### config.mk
export PLATFORM = sky130hd
export DESIGN_NAME = cell_free_list
export DESIGN_NICKNAME = d
export VERILOG_FILES = /design/src/rtl/cell_free_list_pkg.sv /design/src/rtl/rv_p4_pkg.sv /design/src/rtl/cell_fl_mem.sv /design/src/rtl/cell_free_list.sv
export SDC_FILE = /design/constraint.sdc
export NUM_CORES = 2
export LEC_CHECK = 0
export ABC_CLOCK_PERIOD_IN_PS = 15300
export CAP_MARGIN = 5
export CORE_ASPECT_RATIO = 2
export CORE_MARGIN = 2
export CORE_UTILIZATION = 30
export CTS_CLUSTER_DIAMETER = 200
export DETAILED_ROUTE_END_ITERATION = 12
export HOLD_SLACK_MARGIN = 0.05
export PLACE_DENSITY = 0.53
export SLEW_MARGIN = 20
export SYNTH_ARGS = -nofsm -noshare
export SYNTH_HDL_FRONTEND = slang
export SYNTH_SLANG_ARGS = --single-unit
### constraint.sdc
create_clock -name clk -period 15.3 [get_ports clk]
set_clock_uncertainty 0.1 [all_clocks]
set_input_delay 3.06 -clock clk [delete_from_list [all_inputs] [get_ports clk]]
set_output_delay 3.06 -clock clk [all_outputs]
set_load 0.02 [all_outputs]
### src/rtl/cell_free_list_pkg.sv
`default_nettype none
// ============================================================================
// Module      : cell_free_list_pkg
// Description : Types shared by cell_free_list and its storage sub-module.
//               fl_state_e - controller state (INIT populates the list,
//                            RUN serves alloc/free traffic).
// Revision    : 1.0 - initial release
// ============================================================================
package cell_free_list_pkg;

  typedef enum logic [0:0] {
    ST_INIT = 1'b0,
    ST_RUN  = 1'b1
  } fl_state_e;

endpackage : cell_free_list_pkg
`default_nettype wire

### src/rtl/rv_p4_pkg.sv
`default_nettype none
// ============================================================================
// Module      : rv_p4_pkg
// Description : Project-wide constants shared by the packet-buffer blocks.
//               CELL_ID_W   - width of a packet-buffer cell identifier.
//               PB_CELL_CNT - number of cells in the shared packet buffer,
//                             used to size cell_free_list at the top level.
// Revision    : 1.0 - initial release
// ============================================================================
package rv_p4_pkg;

  localparam int CELL_ID_W   = 8;
  localparam int PB_CELL_CNT = 256;

endpackage : rv_p4_pkg
`default_nettype wire

### src/rtl/cell_fl_mem.sv
`default_nettype none
// ============================================================================
// Module      : cell_fl_mem
// Description : Free-list storage: DEPTH x ID_W flop array with one
//               synchronous write port and one asynchronous read port.
// Ports       : clk   - clock
//               we    - write enable
//               waddr - write slot
//               wdata - cell ID written into the slot
//               raddr - read slot
//               rdata - cell ID held in slot raddr (combinational)
// Revision    : 1.0 - initial release
// ============================================================================
module cell_fl_mem
  import cell_free_list_pkg::*;
#(
  parameter int ID_W  = 8,
  parameter int DEPTH = 256,
  parameter int AW    = 8
) (
  input  logic            clk,
  input  logic            we,
  input  logic [AW-1:0]   waddr,
  input  logic [ID_W-1:0] wdata,
  input  logic [AW-1:0]   raddr,
  output logic [ID_W-1:0] rdata
);

  // Contents are fully rewritten by the INIT sweep after every reset,
  // so the array itself carries no reset.
  logic [ID_W-1:0] mem [DEPTH];

  always_ff @(posedge clk) begin
    if (we) begin
      mem[waddr] <= wdata;
    end
  end

  assign rdata = mem[raddr];

endmodule : cell_fl_mem
`default_nettype wire

### src/rtl/cell_free_list.sv
`default_nettype none
// ============================================================================
// Module      : cell_free_list
// Description : Multi-channel packet-buffer cell allocator. Keeps every free
//               cell ID in a FIFO free list, fills the list itself after
//               reset, round-robin arbitrates NUM_CH alloc and free channels
//               and flags double-frees / out-of-range frees.
// Ports       : clk, rst_n       - clock, async active-low reset
//               alloc_req/gnt    - per-channel request, one-hot grant
//               alloc_id         - granted ID (valid while a grant is high)
//               free_req/ack     - per-channel free request, one-hot accept
//               free_id          - packed per-channel IDs to free
//               free_cnt         - number of free cells
//               alloc_empty      - no grant possible this cycle
//               low_wm           - free_cnt below LOW_WM
//               init_done        - free list populated
//               err_dfree/err_id - bad-free pulse and offending ID
// Revision    : 1.0 - initial release
// ============================================================================
module cell_free_list
  import rv_p4_pkg::*;
  import cell_free_list_pkg::*;
#(
  parameter  int ID_W     = CELL_ID_W,
  parameter  int CELL_CNT = 2**ID_W,
  parameter  int NUM_CH   = 4,
  parameter  int LOW_WM   = 64,
  localparam int CNT_W    = $clog2(CELL_CNT + 1)
) (
  input  logic                   clk,
  input  logic                   rst_n,
  input  logic [NUM_CH-1:0]      alloc_req,
  output logic [NUM_CH-1:0]      alloc_gnt,
  output logic [ID_W-1:0]        alloc_id,
  input  logic [NUM_CH-1:0]      free_req,
  input  logic [NUM_CH*ID_W-1:0] free_id,
  output logic [NUM_CH-1:0]      free_ack,
  output logic [CNT_W-1:0]       free_cnt,
  output logic                   alloc_empty,
  output logic                   low_wm,
  output logic                   init_done,
  output logic                   err_dfree,
  output logic [ID_W-1:0]        err_id
);

  localparam int PTR_W = (CELL_CNT > 1) ? $clog2(CELL_CNT) : 1;
  localparam int RR_W  = (NUM_CH > 1) ? $clog2(NUM_CH) : 1;
  localparam int MAP_N = 2**ID_W;
  localparam logic [PTR_W-1:0] PTR_LAST = PTR_W'(CELL_CNT - 1);
  localparam logic [RR_W-1:0]  CH_LAST  = RR_W'(NUM_CH - 1);

  fl_state_e         state;
  logic [PTR_W-1:0]  rd_ptr;
  logic [PTR_W-1:0]  wr_ptr;
  // Round-robin pointers hold the channel with highest priority next,
  // i.e. one past the last winner.
  logic [RR_W-1:0]   alloc_rr;
  logic [RR_W-1:0]   free_rr;
  // Sized for the full ID space so any free_id can index it; only the
  // first CELL_CNT bits are ever set.
  logic [MAP_N-1:0]  in_use;

  // Returns {found, channel}: first asserted request scanning upward from
  // 'start' with wrap-around.
  function automatic logic [RR_W:0] rr_pick(input logic [NUM_CH-1:0] req,
                                            input logic [RR_W-1:0]   start);
    logic            found;
    logic [RR_W-1:0] sel;
    int              idx;
    found = 1'b0;
    sel   = '0;
    for (int i = 0; i < NUM_CH; i++) begin
      idx = int'(start) + i;
      if (idx >= NUM_CH) idx = idx - NUM_CH;
      if (!found && req[idx]) begin
        found = 1'b1;
        sel   = RR_W'(idx);
      end
    end
    return {found, sel};
  endfunction

  function automatic logic [RR_W-1:0] rr_next(input logic [RR_W-1:0] c);
    return (c == CH_LAST) ? '0 : c + RR_W'(1);
  endfunction

  // CELL_CNT need not be a power of two, so wrap by compare.
  function automatic logic [PTR_W-1:0] ptr_inc(input logic [PTR_W-1:0] p);
    return (p == PTR_LAST) ? '0 : p + PTR_W'(1);
  endfunction

  logic [RR_W:0]    a_pick;
  logic [RR_W:0]    f_pick;
  logic [RR_W-1:0]  a_sel;
  logic [RR_W-1:0]  f_sel;
  logic             can_alloc;
  logic             do_alloc;
  logic             do_free;
  logic [ID_W-1:0]  fid;
  logic             fid_ok;
  logic             free_valid;
  logic             mem_we;
  logic [ID_W-1:0]  mem_wdata;

  assign a_pick    = rr_pick(alloc_req, alloc_rr);
  assign f_pick    = rr_pick(free_req, free_rr);
  assign a_sel     = a_pick[RR_W-1:0];
  assign f_sel     = f_pick[RR_W-1:0];

  // Only registered count gates allocation: a cell freed this cycle is not
  // grantable until the next one.
  assign can_alloc = (state == ST_RUN) && (free_cnt != '0);
  assign do_alloc  = can_alloc && a_pick[RR_W];
  assign do_free   = (state == ST_RUN) && f_pick[RR_W];

  assign fid       = free_id[int'(f_sel)*ID_W +: ID_W];
  // An ID allocated in this same cycle still reads as not-in-use, so it is
  // treated as a double-free.
  assign fid_ok    = (32'(fid) < 32'(CELL_CNT)) && in_use[fid];
  assign free_valid = do_free && fid_ok;

  always_comb begin
    alloc_gnt = '0;
    free_ack  = '0;
    if (do_alloc) alloc_gnt[a_sel] = 1'b1;
    if (do_free)  free_ack[f_sel]  = 1'b1;
  end

  assign alloc_empty = !can_alloc;
  assign low_wm      = 32'(free_cnt) < 32'(LOW_WM);

  // INIT writes slot k with ID k; afterwards only valid frees write.
  assign mem_we    = (state == ST_INIT) || free_valid;
  assign mem_wdata = (state == ST_INIT) ? ID_W'(wr_ptr) : fid;

  cell_fl_mem #(
    .ID_W  (ID_W),
    .DEPTH (CELL_CNT),
    .AW    (PTR_W)
  ) u_mem (
    .clk   (clk),
    .we    (mem_we),
    .waddr (wr_ptr),
    .wdata (mem_wdata),
    .raddr (rd_ptr),
    .rdata (alloc_id)
  );

  always_ff @(posedge clk or negedge rst_n) begin
    if (!rst_n) begin
      state     <= ST_INIT;
      rd_ptr    <= '0;
      wr_ptr    <= '0;
      alloc_rr  <= '0;
      free_rr   <= '0;
      in_use    <= '0;
      free_cnt  <= '0;
      init_done <= 1'b0;
      err_dfree <= 1'b0;
      err_id    <= '0;
    end else begin
      err_dfree <= 1'b0;
      case (state)
        ST_INIT: begin
          wr_ptr   <= ptr_inc(wr_ptr);
          free_cnt <= free_cnt + CNT_W'(1);
          if (wr_ptr == PTR_LAST) begin
            state     <= ST_RUN;
            init_done <= 1'b1;
          end
        end
        ST_RUN: begin
          if (do_alloc) begin
            rd_ptr           <= ptr_inc(rd_ptr);
            in_use[alloc_id] <= 1'b1;
            alloc_rr         <= rr_next(a_sel);
          end
          if (do_free) begin
            free_rr <= rr_next(f_sel);
            if (fid_ok) begin
              wr_ptr      <= ptr_inc(wr_ptr);
              in_use[fid] <= 1'b0;
            end else begin
              err_dfree <= 1'b1;
              err_id    <= fid;
            end
          end
          if (do_alloc && !free_valid) begin
            free_cnt <= free_cnt - CNT_W'(1);
          end else if (!do_alloc && free_valid) begin
            free_cnt <= free_cnt + CNT_W'(1);
          end
        end
        default: state <= ST_INIT;
      endcase
    end
  end

endmodule : cell_free_list
`default_nettype wire

Word level (Yosys, flattened, before mapping)
Memory sizes are Yosys's and may differ from the RTL's.
Cells that the tools add are included.

word-level totals
  bits of input ports = 42
  bits in writable memories = 2,048
  output and inout bits = 37
  memories = 1
  flip-flop bits (word level) = 296
  logic and storage cells = 183

operators by class
  shifts and indexed selects = 1
  bitwise logic cells = 5
  add/subtract/negate cells = 20
  reductions and logical operators = 32
  multiplexer cells = 82
  order comparisons = 25
  eq/ne operators = 7

memories
  name       words  width  rd ports  clocked after Yosys merged registers in  write ports  line               RTL
  u_mem.mem  256    8      1         0                                        1            cell_fl_mem.sv:31  logic [ID_W-1:0] mem [DEPTH];

operators by type and width
  kind                 number
  $mux 256             4
  $and 256x256->256    1
  $lt 32x4->1 const B  8
  $mux 32              8
  $not 256->256        1
  $or 256x256->256     1
  $mux 8               5
  $mux 1               36
  $shiftx 32x6->8      1
  $sub 3x3->4 const B  6
  $mux 2               10
  $ge 3x3->1 const B   6
  $lt 8x9->1 const B   2
  $mux 9               2
  $pmux 9 s2           1
  $add 8x1->8 const B  2
  $bmux 1 s2           8
  $demux 1 s8          2
  $eq 8x8->1 const B   2
  $ge 8x1->1 const B   2
  $logic_and 1x1->1    16
  $pmux 8 s2           1
  $add 2x2->3 const B  4
  $add 9x1->9 const B  1
  20 further kinds     42

Depth between registers and ports, before layout
  word-level depth = 24
  mapped depth = 22
  gate-level depth less buffers = 15

Modules after synthesis
Synthesis repeated with hierarchy kept, for this count alone.

second synthesis, totals
  cells, all modules = 5,349
  area, all modules = 94,575.7 um^2

by module, submodules not included
  module          sequential area each (um^2)  area each (um^2)  cells an instance  instances
  cell_fl_mem     61,499.0                     79,396.1          3,725              1
  cell_free_list  7,407.1                      15,179.6          1,624              1

Least setup slack after synthesis
Ideal clock, no wire load.

  kind = reg-to-reg
  start point = reg state
  end point = mem u_mem.mem[0][0] (data pin)
  library setup time = 2,187 ps
  arrival time = 10,781 ps
  setup slack = 2,232 ps
  data required time = 13,013 ps
  buffers on the path = 2
  clock period less this slack = 13,068 ps
  stages on the path, launching flop included = 4
  cells stage by stage = dfrtp_1 > clkbuf_1 > clkbuf_1 > o21ai_0

between the ends
  longest elaborated chain between the ends = 1

RTL lines
  item                      line                   RTL
  start: declaration        cell_free_list.sv:52   fl_state_e state;
  start signal: assignment  cell_free_list.sv:151  state <= ST_INIT;
  start signal: assignment  cell_free_list.sv:168  state <= ST_RUN;
  start signal: assignment  cell_free_list.sv:194  default: state <= ST_INIT;
  $mux 8                    cell_free_list.sv:134  assign mem_wdata = (state == ST_INIT) ? ID_W'(wr_ptr) : fid;
  net mem_wdata[0]          cell_free_list.sv:103  logic [ID_W-1:0] mem_wdata;
  end: declaration          cell_fl_mem.sv:31

The timed path passes the listed nets, and every way through them passes these cells.

Worst setup path after layout
  start point = reg rd_ptr[0]
  end point = out alloc_id[6]

between the ends
  longest elaborated chain between the ends = 1

RTL lines
  item                      line                   RTL
  start: declaration        cell_free_list.sv:53   logic [PTR_W-1:0] rd_ptr;
  start signal: assignment  cell_free_list.sv:174  rd_ptr <= ptr_inc(rd_ptr);
  $mem_v2 256x8             n/a
  end: declaration          cell_free_list.sv:34   output logic [ID_W-1:0] alloc_id,

No other way between the ends.

==> flow_summary.ini <==
[floorplanning]
rows = 291
chipWidth_um = 400.7
ios = 79
die_h_um = 797.5
initial_core_util_pct = 30.12
die_area_um2 = 319600
core_area_um2 = 313500

[timing]
worst_slew_pin_slew_ns = 1.300
rsz0062_at_grt = false
post-route-period-util_pct = 64.68
period_minus_slack_ns = 9.895
hold-worst-slack_ns = 0.3827
fmax_mhz = 101.1
setup_tns_ns = 0
hold_viol_final = 0
relSlewSlack_pct = 13.26
maxSlewViolCount = 0
setup_viol = 0

[clocking]
root_buffer = clkbuf_16
postCtsHoldBufs = 0
cts_sinks = 2344
cts_tree = done
numCtsBuffers = 198
path_clk_slew_ns = 0.07
cts_max_level = 4
post_cts_buffers = 0
clock_latency_ns = 0.89
clk_path_buf_depth = 4
post_cts_resized = 0

[placed_design]
gp_congestion = 1.014
portBuffers = 78
dp_hpwl_um = 196400

[global_route]
grt_usage_pct = 18.47
antenna_found_initial = 11
grt_pass1_vias = 51756
grt_max_degree = 144
gr-total-overflow = 0
grt_pass1_wl_um = 417200

[layout]
area_growth_pct = 12.98
final_nets = 5020
fillers = 29408
mostFrequentLayoutCells = edfxtp_1 (2048), mux4_2 (688), a21oi_1 (512)
fin_util_pct = 34.03
layout_commonest_cell = edfxtp_1
drive_gt1_share_pct = 24.20

[worst_setup_path]
reg2reg_depth = 18
crit_chain = buf_4 > buf_12 > mux4_2 > mux4_2 > nor2b_1 > a211oi_1 > a21oi_1 > mux4_2 > clkdlybuf4s50_1
critPathMaxStageDelay_ns = 0.91
r2r-start = free_rr[1]$_DFFE_PN0P_
r2r_slack_ns = 7.94
rr_endpoint = u_mem.mem[201][6]$_DFFE_PP_
cp.arrival_ns = 6.74
worstSetupPathType = reg -> out
critPathSlowestCell = a211oi_1
critPathLaunchType = flip-flop
worstPathMaxFanout = 110
crit_top_cell = mux4_2
required_ns = 12.14
path_delay_family = buffers and inverters
worst-path-buf-inv = 3
end_kind = output port

[power_and_ir_drop]
cellPowerDensity_nw_per_um2 = 118.3
leakage_nw = 30.58
ir_drop_v = 0.00008417

[synthesis]
synth_area_um2 = 94440
ys_ff_latch = 2344
avgSynthCellArea_um2 = 19.29
synth_cell_types = 79
synth_mux_area_share_pct = 17.29
synth-compound-area-share_pct = 4.046
yosys_most_used_dff = edfxtp_1
synth_xor_area_share_pct = 0.1206
synthCells = 4895
synthArstFlopShare_pct = 12.63
yosysSeqAreaShare_pct = 72.97
yosys.area_share.simple_pct = 3.641
syn-num-nets = 4952
synth_edf_count = 2048
ys_warn_count = 0
yosys.area_share.adder_pct = 0.1987
synth_top_family_by_area = multiplexers

[detailed_routing]
drc = 0
drt_wl_total_um = 299800
routedWlPerCell_um = 32.47
final_antenna_net_count = 0
drt_iter0_drc = 4664
avgViaCountPerCell = 5.274
dr_total_vias = 48696
firstDrtPassIters = 8

[hold_path]
hold_end = init_done$_DFFE_PN0P_
worstHoldStart = init_done$_DFFE_PN0P_
whs_path_depth = 1
hp-class = reg -> reg

[run_status]
status = finished, final reports clean

[job]
cap_violations = 0
## layout make-up
type	instances	area [µm²]	area share [%]
Antenna cell	12	30.03	0.02815
Clock buffer	218	5051	4.734
Clock inverter	139	1488	1.394
Inverter	18	68.82	0.06450
Multi-Input combinational cell	2205	24210	22.69
Sequential cell	2344	68930	64.60
Tap cell	4102	5132	4.811
Timing Repair Buffer	196	1784	1.672
## stage by stage
stage                     area (µm²)  worst slack, ns  instances  power [mW]
after floorplan                94440            2.232       4895       7.286
after global placement        100100            4.972       8865       7.481
after detailed placement      100100            4.941       8865       7.484
after CTS                     106600            5.214       9222       12.70
after global routing          106700            5.175       9228       12.93
final                         106700            5.405       9234       12.62
## worst max-delay path by stage
stage / cells after the start / end / slack [ns] / start
floorplan: 3 / u_mem.mem[0][0]$_DFFE_PP_ / 2.23 / state$_DFF_PN0_
global placement: 19 / u_mem.mem[41][4]$_DFFE_PP_ / 4.97 / free_req[2]
detailed placement: 19 / u_mem.mem[57][2]$_DFFE_PP_ / 4.94 / free_req[2]
CTS: 9 / alloc_id[6] / 5.21 / rd_ptr[0]$_DFFE_PN0P_
global route: 9 / alloc_id[6] / 5.17 / rd_ptr[0]$_DFFE_PN0P_
finish: 9 / alloc_id[6] / 5.40 / rd_ptr[0]$_DFFE_PN0P_
## state kept, by name (all words and copies together) (netlist names)
name / flops
u_mem.mem: 2048
in_use: 256
free_cnt: 9
err_id: 8
rd_ptr: 8
wr_ptr: 8
alloc_rr: 2
free_rr: 2
err_dfree: 1
init_done: 1
state: 1
## where the power goes
group          total, mW  internal, mW  switching, mW
clock               5.27          2.85           2.42
sequential          6.90          6.87         0.0321
combinational      0.451         0.151          0.299
total               12.6          9.87           2.75
## layer usage
| metal | global-route usage [%] | vias up | wire [µm] |
|---|---|---|---|
| met2 | 36.03 | 1755 | 169600 |
| met5 | 0 | - | 13 |
| met4 | 12.91 | 2 | 23950 |
| met3 | 2.090 | 636 | 11460 |
| li1 | - | 20035 | - |
| met1 | 17.84 | 26268 | 94810 |
## cell usage after synthesis (13+ instances only)
| master | instances | share of area, % |
|---|---|---|
| a21oi_1 | 512 | 2.7 |
| a211oi_1 | 27 | 0.21 |
| o21ai_0 | 35 | 0.19 |
| a31oi_1 | 35 | 0.23 |
| nor2b_1 | 24 | 0.16 |
| mux4_2 | 688 | 16 |
| nor2_1 | 308 | 1.2 |
| dfrtp_1 | 296 | 7.8 |
| and3_1 | 43 | 0.28 |
| mux2i_1 | 62 | 0.66 |
| inv_1 | 17 | 0.068 |
| buf_1 | 25 | 0.099 |
| nand2_1 | 166 | 0.66 |
| ha_1 | 15 | 0.20 |
| and2_1 | 25 | 0.17 |
| buf_4 | 26 | 0.21 |
| nor3_1 | 20 | 0.11 |
| edfxtp_1 | 2048 | 65 |
| nor4_1 | 13 | 0.086 |
| buf_6 | 16 | 0.19 |
| clkbuf_1 | 162 | 0.64 |
| mux2_2 | 19 | 0.23 |
| nand3_1 | 56 | 0.30 |
| buf_2 | 99 | 0.52 |
## cells by family after synthesis
kind of cell | count (synthesis)
flip-flops | 2344
multiplexers | 769
AND/OR/NAND/NOR | 725
AO/OA/AOI/OAI | 683
buffers and inverters | 346
adder cells (fa/ha/maj) | 15
XOR/XNOR | 13
Note: power is estimated with default switching activity, not from simulation.
